[config.mk]
export PLATFORM = sky130hd
export DESIGN_NAME = arm_dp_control_unit
export DESIGN_NICKNAME = d
export VERILOG_FILES = /design/src/rtl/arm_dp_control_unit.sv
export SDC_FILE = /design/constraint.sdc
export NUM_CORES = 1
export LEC_CHECK = 0
export CAP_MARGIN = 10
export CORE_ASPECT_RATIO = 1.2
export CORE_MARGIN = 4
export CORE_UTILIZATION = 30
export CTS_CLUSTER_SIZE = 20
export DETAILED_ROUTE_END_ITERATION = 10
export PLACE_DENSITY = 0.81
export SETUP_SLACK_MARGIN = 0.1
export SYNTH_ARGS = -nofsm -noshare
export SYNTH_HDL_FRONTEND = slang
export SYNTH_SLANG_ARGS = --single-unit
[constraint.sdc]
create_clock -name Clk -period 3.1 [get_ports Clk]
set_clock_uncertainty 0.1 [all_clocks]
set_input_delay 0.62 -clock Clk [delete_from_list [all_inputs] [get_ports Clk]]
set_output_delay 0.62 -clock Clk [all_outputs]
set_load 0.1 [all_outputs]
[src/rtl/arm_dp_control_unit.sv]
// rtl/arm_dp_control_unit.sv - fetch/decode/execute sequencer for ARM data-processing instructions
//
// Drives the control side of the RegisterFile / BarrelShifter / ARM_ALU datapath.
// Ports:
//   Clk, RESET      clock, asynchronous active-high reset
//   IR[31:0]        current instruction from the external IR register
//   FLAGS[3:0]      registered NZCV from the ALU ([3]=N [2]=Z [1]=C [0]=V)
//   MFC             memory function complete for the instruction fetch
//   MOV, LOAD_IR    fetch request and IR load strobe
//   OP, S, ALU_OUT  ALU opcode, flag-update enable, result drive enable
//   LOAD, LOADPC    RF (Rd) and PC write enables
//   IR_CU, RSLCT    register select source and the select fields themselves
//   ERR, STATE      sticky fetch-timeout error, current state for debug
`timescale 1ns/1ps

module arm_dp_control_unit #(
   parameter int MFC_TIMEOUT = 15
) (
   input  logic        Clk,
   input  logic        RESET,
   input  logic [31:0] IR,
   input  logic [3:0]  FLAGS,
   input  logic        MFC,
   output logic        MOV,
   output logic        LOAD_IR,
   output logic [4:0]  OP,
   output logic        S,
   output logic        ALU_OUT,
   output logic        LOAD,
   output logic        LOADPC,
   output logic        IR_CU,
   output logic [19:0] RSLCT,
   output logic        ERR,
   output logic [2:0]  STATE
);

   typedef enum logic [2:0] {
      S_IDLE   = 3'd0,
      S_FETCH  = 3'd1,
      S_LATCH  = 3'd2,
      S_PCINC  = 3'd3,
      S_DECODE = 3'd4,
      S_EXEC   = 3'd5,
      S_ABORT  = 3'd7
   } state_t;

   state_t     state_q, state_d;
   logic [3:0] cnt_q, cnt_d;
   logic       cond_pass;
   logic       flag_n, flag_z, flag_c, flag_v;
   logic       wr_rd;

   // IR[25] (immediate select) and IR[7:4] (shift fields) belong to the shifter, not to us.
   logic unused_ir;
   assign unused_ir = ^{IR[25], IR[7:4]};

   assign flag_n = FLAGS[3];
   assign flag_z = FLAGS[2];
   assign flag_c = FLAGS[1];
   assign flag_v = FLAGS[0];

   always_comb begin
      cond_pass = 1'b0;
      case (IR[31:28])
         4'h0:    cond_pass = flag_z;
         4'h1:    cond_pass = !flag_z;
         4'h2:    cond_pass = flag_c;
         4'h3:    cond_pass = !flag_c;
         4'h4:    cond_pass = flag_n;
         4'h5:    cond_pass = !flag_n;
         4'h6:    cond_pass = flag_v;
         4'h7:    cond_pass = !flag_v;
         4'h8:    cond_pass = flag_c && !flag_z;
         4'h9:    cond_pass = !flag_c || flag_z;
         4'hA:    cond_pass = (flag_n == flag_v);
         4'hB:    cond_pass = (flag_n != flag_v);
         4'hC:    cond_pass = !flag_z && (flag_n == flag_v);
         4'hD:    cond_pass = flag_z || (flag_n != flag_v);
         4'hE:    cond_pass = 1'b1;
         default: cond_pass = 1'b0;
      endcase
   end

   // Compare-class opcodes (TST/TEQ/CMP/CMN, 8..11) only update flags.
   assign wr_rd = (IR[24:23] != 2'b10);

   always_comb begin
      state_d = state_q;
      cnt_d   = 4'd0;
      case (state_q)
         S_IDLE:  state_d = S_FETCH;
         S_FETCH: begin
            if (MFC) begin
               state_d = S_LATCH;
            end else if (cnt_q == 4'(MFC_TIMEOUT - 1)) begin
               // This is the MFC_TIMEOUT-th consecutive low sample.
               state_d = S_ABORT;
            end else begin
               cnt_d = cnt_q + 4'd1;
            end
         end
         S_LATCH:  state_d = S_PCINC;
         S_PCINC:  state_d = S_DECODE;
         S_DECODE: begin
            if (IR[27:26] != 2'b00) state_d = S_FETCH;
            else if (cond_pass)     state_d = S_EXEC;
            else                    state_d = S_FETCH;
         end
         S_EXEC:  state_d = S_FETCH;
         S_ABORT: state_d = S_ABORT;
         default: state_d = S_IDLE;
      endcase
   end

   always_ff @(posedge Clk or posedge RESET) begin
      if (RESET) begin
         state_q <= S_IDLE;
         cnt_q   <= 4'd0;
      end else begin
         state_q <= state_d;
         cnt_q   <= cnt_d;
      end
   end

   // Outputs follow the state combinationally so RESET drops them without waiting for a clock.
   always_comb begin
      MOV     = 1'b0;
      LOAD_IR = 1'b0;
      OP      = 5'd0;
      S       = 1'b0;
      ALU_OUT = 1'b0;
      LOAD    = 1'b0;
      LOADPC  = 1'b0;
      IR_CU   = 1'b0;
      RSLCT   = 20'd0;
      case (state_q)
         S_FETCH: MOV     = 1'b1;
         S_LATCH: LOAD_IR = 1'b1;
         S_PCINC: begin
            OP      = 5'd17;
            ALU_OUT = 1'b1;
            LOADPC  = 1'b1;
            RSLCT   = 20'hFF00F;
         end
         S_EXEC: begin
            OP      = {1'b0, IR[24:21]};
            S       = IR[20];
            ALU_OUT = 1'b1;
            IR_CU   = 1'b1;
            RSLCT   = {IR[19:16], IR[15:12], IR[11:8], IR[3:0], IR[19:16]};
            LOAD    = wr_rd;
            LOADPC  = wr_rd && (IR[15:12] == 4'hF);
         end
         default: ;
      endcase
   end

   assign ERR   = (state_q == S_ABORT);
   assign STATE = state_q;

endmodule

# Word-level counts from Yosys, hierarchy flattened
# Cells that the tools add are included.
# Widths: inputs -> output; s select.
word_totals:
  regBits: 7
  elab_cells: 61
classes:
  n_reduce_logical: 14
  add_sub_neg: 1
  n_eq_ne: 26
  mux: 18
op_table:
  columns: ["cell", "n"]
  rows:
  - ["$pmux 20 s2", 1]
  - ["$eq 4x4->1 const B", 9]
  - ["$pmux 3 s6", 1]
  - ["$eq 4x3->1 const B", 4]
  - ["$pmux 1 s15", 1]
  - ["$mux 3", 4]
  - ["$mux 4", 3]
  - ["$pmux 5 s2", 1]
  - ["$eq 3x3->1 const B", 3]
  - ["$eq 4x2->1 const B", 2]
  - ["$eq 3x2->1 const B", 2]
  - ["$mux 1", 6]
  - ["$add 4x1->4 const B", 1]
  - ["$eq 4x1->1 const B", 1]
  - ["$logic_not 1->1", 4]
  - ["$logic_not 4->1", 1]
  - ["$reduce_or 2->1", 2]
  - ["$eq 3x1->1 const B", 1]
  - ["$logic_and 1x1->1", 3]
  - ["$logic_not 3->1", 1]
  - ["$ne 3x3->1 const B", 1]
  - ["$logic_or 1x1->1", 2]
  - ["$ne 2x2->1 const B", 1]
  - ["$pmux 1 s2", 1]
  - ["other kinds (3)", 3]

# Logic depth before layout (Yosys ltp)
logic_depth:
  word_depth: 6
  depth_mapped: 6
  depth_no_buf: 6

# Least setup slack after synthesis
# OpenSTA, ideal clock, no wires.
synth_timing:
  path_kind: "reg-to-output"
  start: "register state_q[2], in the netlist STATE[2]"
  end: "output port LOADPC"
  t_arrival_ns: 3.793
  t_required_ns: 2.380
  path_stages_with_launch: 5
  slack_ns: -1.413
  path_cell_list: "dfrtp_1 nor2b_2 and2_1 a21boi_1 a21o_1"
synth_via:
  elab_chain_cells: 2
  word_cells_on_any_way: 3
  classes_between: "eq/ne: 2; mux: 1"
synth_rtl:
  columns: ["item", "line", "text"]
  rows:
  - ["from (decl)", "47", "state_t state_q, state_d;"]
  - ["from (signal assigned)", "120", "state_q <= state_d;"]
  - ["$eq 3x3->1 / $eq 3x2->1 (equally long branches)", "136", "case (state_q)"]
  - ["$pmux 1 s2 (*)", "136", null]
  - ["to (decl)", "30", "output logic LOADPC,"]
# Mark *: on every way between the ends. The rest lies on a longest branch, timed or not.

# Worst setup path in the final report
layout_timing:
  start: "register state_q[1], in the netlist STATE[1]"
  end: "output port LOADPC"
# The elaborated chain is that of the path after synthesis.

==> flow_metrics.env <==
export IMPL_fillers=174
export IMPL_final_cell_mix="sky130_fd_sc_hd__clkdlybuf4s50_1 (33), sky130_fd_sc_hd__buf_12 (28), sky130_fd_sc_hd__and3_1 (13)"
export IMPL_grt_overflow_total=0
export IMPL_path_type_of_the_worst_setup_path="flop to primary output"
export IMPL_synth_seq_area_share_pct=22.51
export IMPL_cts_tree="done"
export IMPL_ctsResizeCount=0
export IMPL_required_time_of_the_worst_setup_path_ps=2380
export IMPL_synth_ff_type="sky130_fd_sc_hd__dfrtp_1"
export IMPL_clock_slew_seen_by_the_registers_of_the_worst_setup_and_hold_paths_ps=50
export IMPL_detail_route_wirelength_mm=2.946
export IMPL_worst_slew_margin_rel_pct=59.90
export IMPL_ios=75
export IMPL_worst_ep_arrival_time_ps=2020
export IMPL_result_of_the_run="finished, final reports clean"
export IMPL_tightest_slew_ps=601.6
export IMPL_net_count_synth=144
export IMPL_start_kind="flop"
export IMPL_timing_rr_start="STATE[1]"
export IMPL_post_route_cells_drive_above_1_share_pct=31.71
export IMPL_grt_start_max_net_pins=23
export IMPL_finalHoldViolCount=0
export IMPL_post_synth_instance_area_sq_um=778.2
export IMPL_cts_hold_buffers=0
export IMPL_finalWeightedCongestion=0.7192
export IMPL_achievable_clock_frequency_mhz=365.2
export IMPL_cts_max_level=1
export IMPL_initial_core_util_pct=32.74
export IMPL_critPathCaptureType="primary output"
export IMPL_critPathMaxFanout=12
export IMPL_placed_cells=191
export IMPL_grt_pass1_vias=970
export IMPL_rsz0062_at_grt="false"
export IMPL_layout_cells_most_common="sky130_fd_sc_hd__clkdlybuf4s50_1"
export IMPL_port_buffers=69
export IMPL_min_delay_worst_endpoint="cnt_q[0]"
export IMPL_finalMaxSlewViolations=0
export IMPL_area_growth_synth_to_final_pct=128.3
export IMPL_worst_hold_startpoint="cnt_q[0]"
export IMPL_tritoncts_num_buffers=3
export IMPL_total_number_of_nets_in_the_final_design=206
export IMPL_layout_worst_path_cycle_share_pct=88.33
export IMPL_routed_via_count=1001
export IMPL_async_reset_ff_share_pct=100.0
export IMPL_number_of_antenna_violations_at_the_first_check_in_global_routing=0
export IMPL_ff2ff_setup_slack_ps=1730
export IMPL_grt_pass1_wl_mm=4.271
export IMPL_final_core_utilization_pct=74.74
export IMPL_antenna_violating_nets_post_route=0
export IMPL_number_of_flops_mapped_to_enable_cells_by_yosys=0
export IMPL_gr_usage_all_layers_pct=16.15
export IMPL_yosys_register_bits=7
export IMPL_detailed_place_area_sq_mm=0.001750
export IMPL_cap_viol_max_count=0
export IMPL_drt_pass1_iter_count=5
export IMPL_post_cts_buffers=0
export IMPL_period_minus_slack_ps=2738
export IMPL_syn_avg_cell_area_sq_um=7.556
export IMPL_final_cells=195
export IMPL_detail_route_wl_per_cell_um=15.11
export IMPL_stdcell_area_sq_mm=0.001777
export IMPL_std_cell_rows=19
export IMPL_ys_warn_count=0
export IMPL_floorplan_die_area_sq_mm=0.003477
export IMPL_detail_route_vias_per_cell=5.133
export IMPL_cts_sink_count=7
export IMPL_worstReg2RegEnd="STATE[2]"
export IMPL_drt_drc_violations_left=0
export IMPL_drt_first_iter_violations=38
export IMPL_die_width_um=54.50
export IMPL_reg2reg_depth=4
export IMPL_total_neg_setup_slack_ps=0
export IMPL_cts_root_buf="sky130_fd_sc_hd__clkbuf_4"
export IMPL_yosysUniqueCellTypes=34
export IMPL_setup_viol_count_final=0
export IMPL_die_h_um=63.80
export IMPL_insertedDiodeCount=0
export IMPL_clk_path_buf_depth=2
export IMPL_min_path_cells=1
export IMPL_clock_latency_ps=250
export IMPL_hold_path_class="flop to flop"
export IMPL_synthesis_instances=103
export IMPL_design_core_area_sq_mm=0.002377
[through the flow]
| stage | hold WS (ps) | setup slack (ps) |
|---|---|---|
| after global routing | 430.5 | 227.2 |
| after floorplan | 323.2 | 43.72 |
| final | 395.9 | 361.9 |
| after detailed placement | 396.1 | 639.1 |
| after global placement | 369.1 | 695.4 |
| after CTS | 402.9 | 356.1 |
[cell type report]
type	count	area [sq um]	area share [%]
clock buffer	4	26.28	1.479
inverter	3	11.26	0.6338
multi-input combinational	80	563.0	31.69
sequential	7	178.9	10.07
tap	31	38.79	2.183
timing repair buffer	70	958.4	53.94
[synth_stat cells, types with 3 or more instances]
cell                       number  area [sq um]
sky130_fd_sc_hd__inv_1          3         11.26
sky130_fd_sc_hd__nor2b_1        3         18.77
sky130_fd_sc_hd__and3_1        13         81.33
sky130_fd_sc_hd__nor2_1         9         33.78
sky130_fd_sc_hd__nor3_1         4         20.02
sky130_fd_sc_hd__buf_4          5         37.54
sky130_fd_sc_hd__clkbuf_1       4         15.01
sky130_fd_sc_hd__a21o_1        11         82.58
sky130_fd_sc_hd__xnor2_1        4         35.03
sky130_fd_sc_hd__nand3_1        5         25.02
sky130_fd_sc_hd__nand2_1        5         18.77
sky130_fd_sc_hd__dfrtp_1        7         175.2
sky130_fd_sc_hd__buf_2          4         20.02
[registers in the layout, summed over array words and instances, names as in the netlist]
| register | count |
|---|---|
| cnt_q | 4 |
| STATE | 3 |
[critical path, cell delays in order (launching register included)]
cell and delay, ps:
sky130_fd_sc_hd__dfrtp_2 450, sky130_fd_sc_hd__nor2b_2 140, sky130_fd_sc_hd__and2_1 520, sky130_fd_sc_hd__a21boi_4 310, sky130_fd_sc_hd__a21o_2 170, sky130_fd_sc_hd__buf_12 170
[metal layers]
metal | vias to the layer above | wire [um] | global-route usage [%]
met5 | - | 0 | 0
met4 | 0 | 8 | 4.673
met3 | 2 | 399 | 4.884
met2 | 56 | 1539 | 31.74
met1 | 465 | 998 | 14.86
li1 | 478 | - | -
[how the worst max path moves through the flow]
stage                   from     end  slack (ps)  cells past startpoint
floorplan           STATE[2]  LOADPC          40                      4
global placement    STATE[1]  LOADPC         700                      5
detailed placement  STATE[1]  LOADPC         640                      5
CTS                 STATE[1]  LOADPC         360                      5
global route        STATE[1]  LOADPC         230                      5
finish              STATE[1]  LOADPC         360                      5
[logic make-up after synthesis]
logic type               Yosys count  share of synthesized area [%]
AND/OR/NAND/NOR                   51                          36.34
buffers and inverters             16                          10.77
XOR/XNOR                           6                          6.752
AO/OA/AOI/OAI                     20                          19.13
multiplexers                       1                          1.286
flip-flops                         7                          22.51
adder cells (fa/ha/maj)            2                          3.215
Power is left out: the tool's default activity adds up to more than one toggle a clock period on the data nets, which glitch-free logic cannot reach.
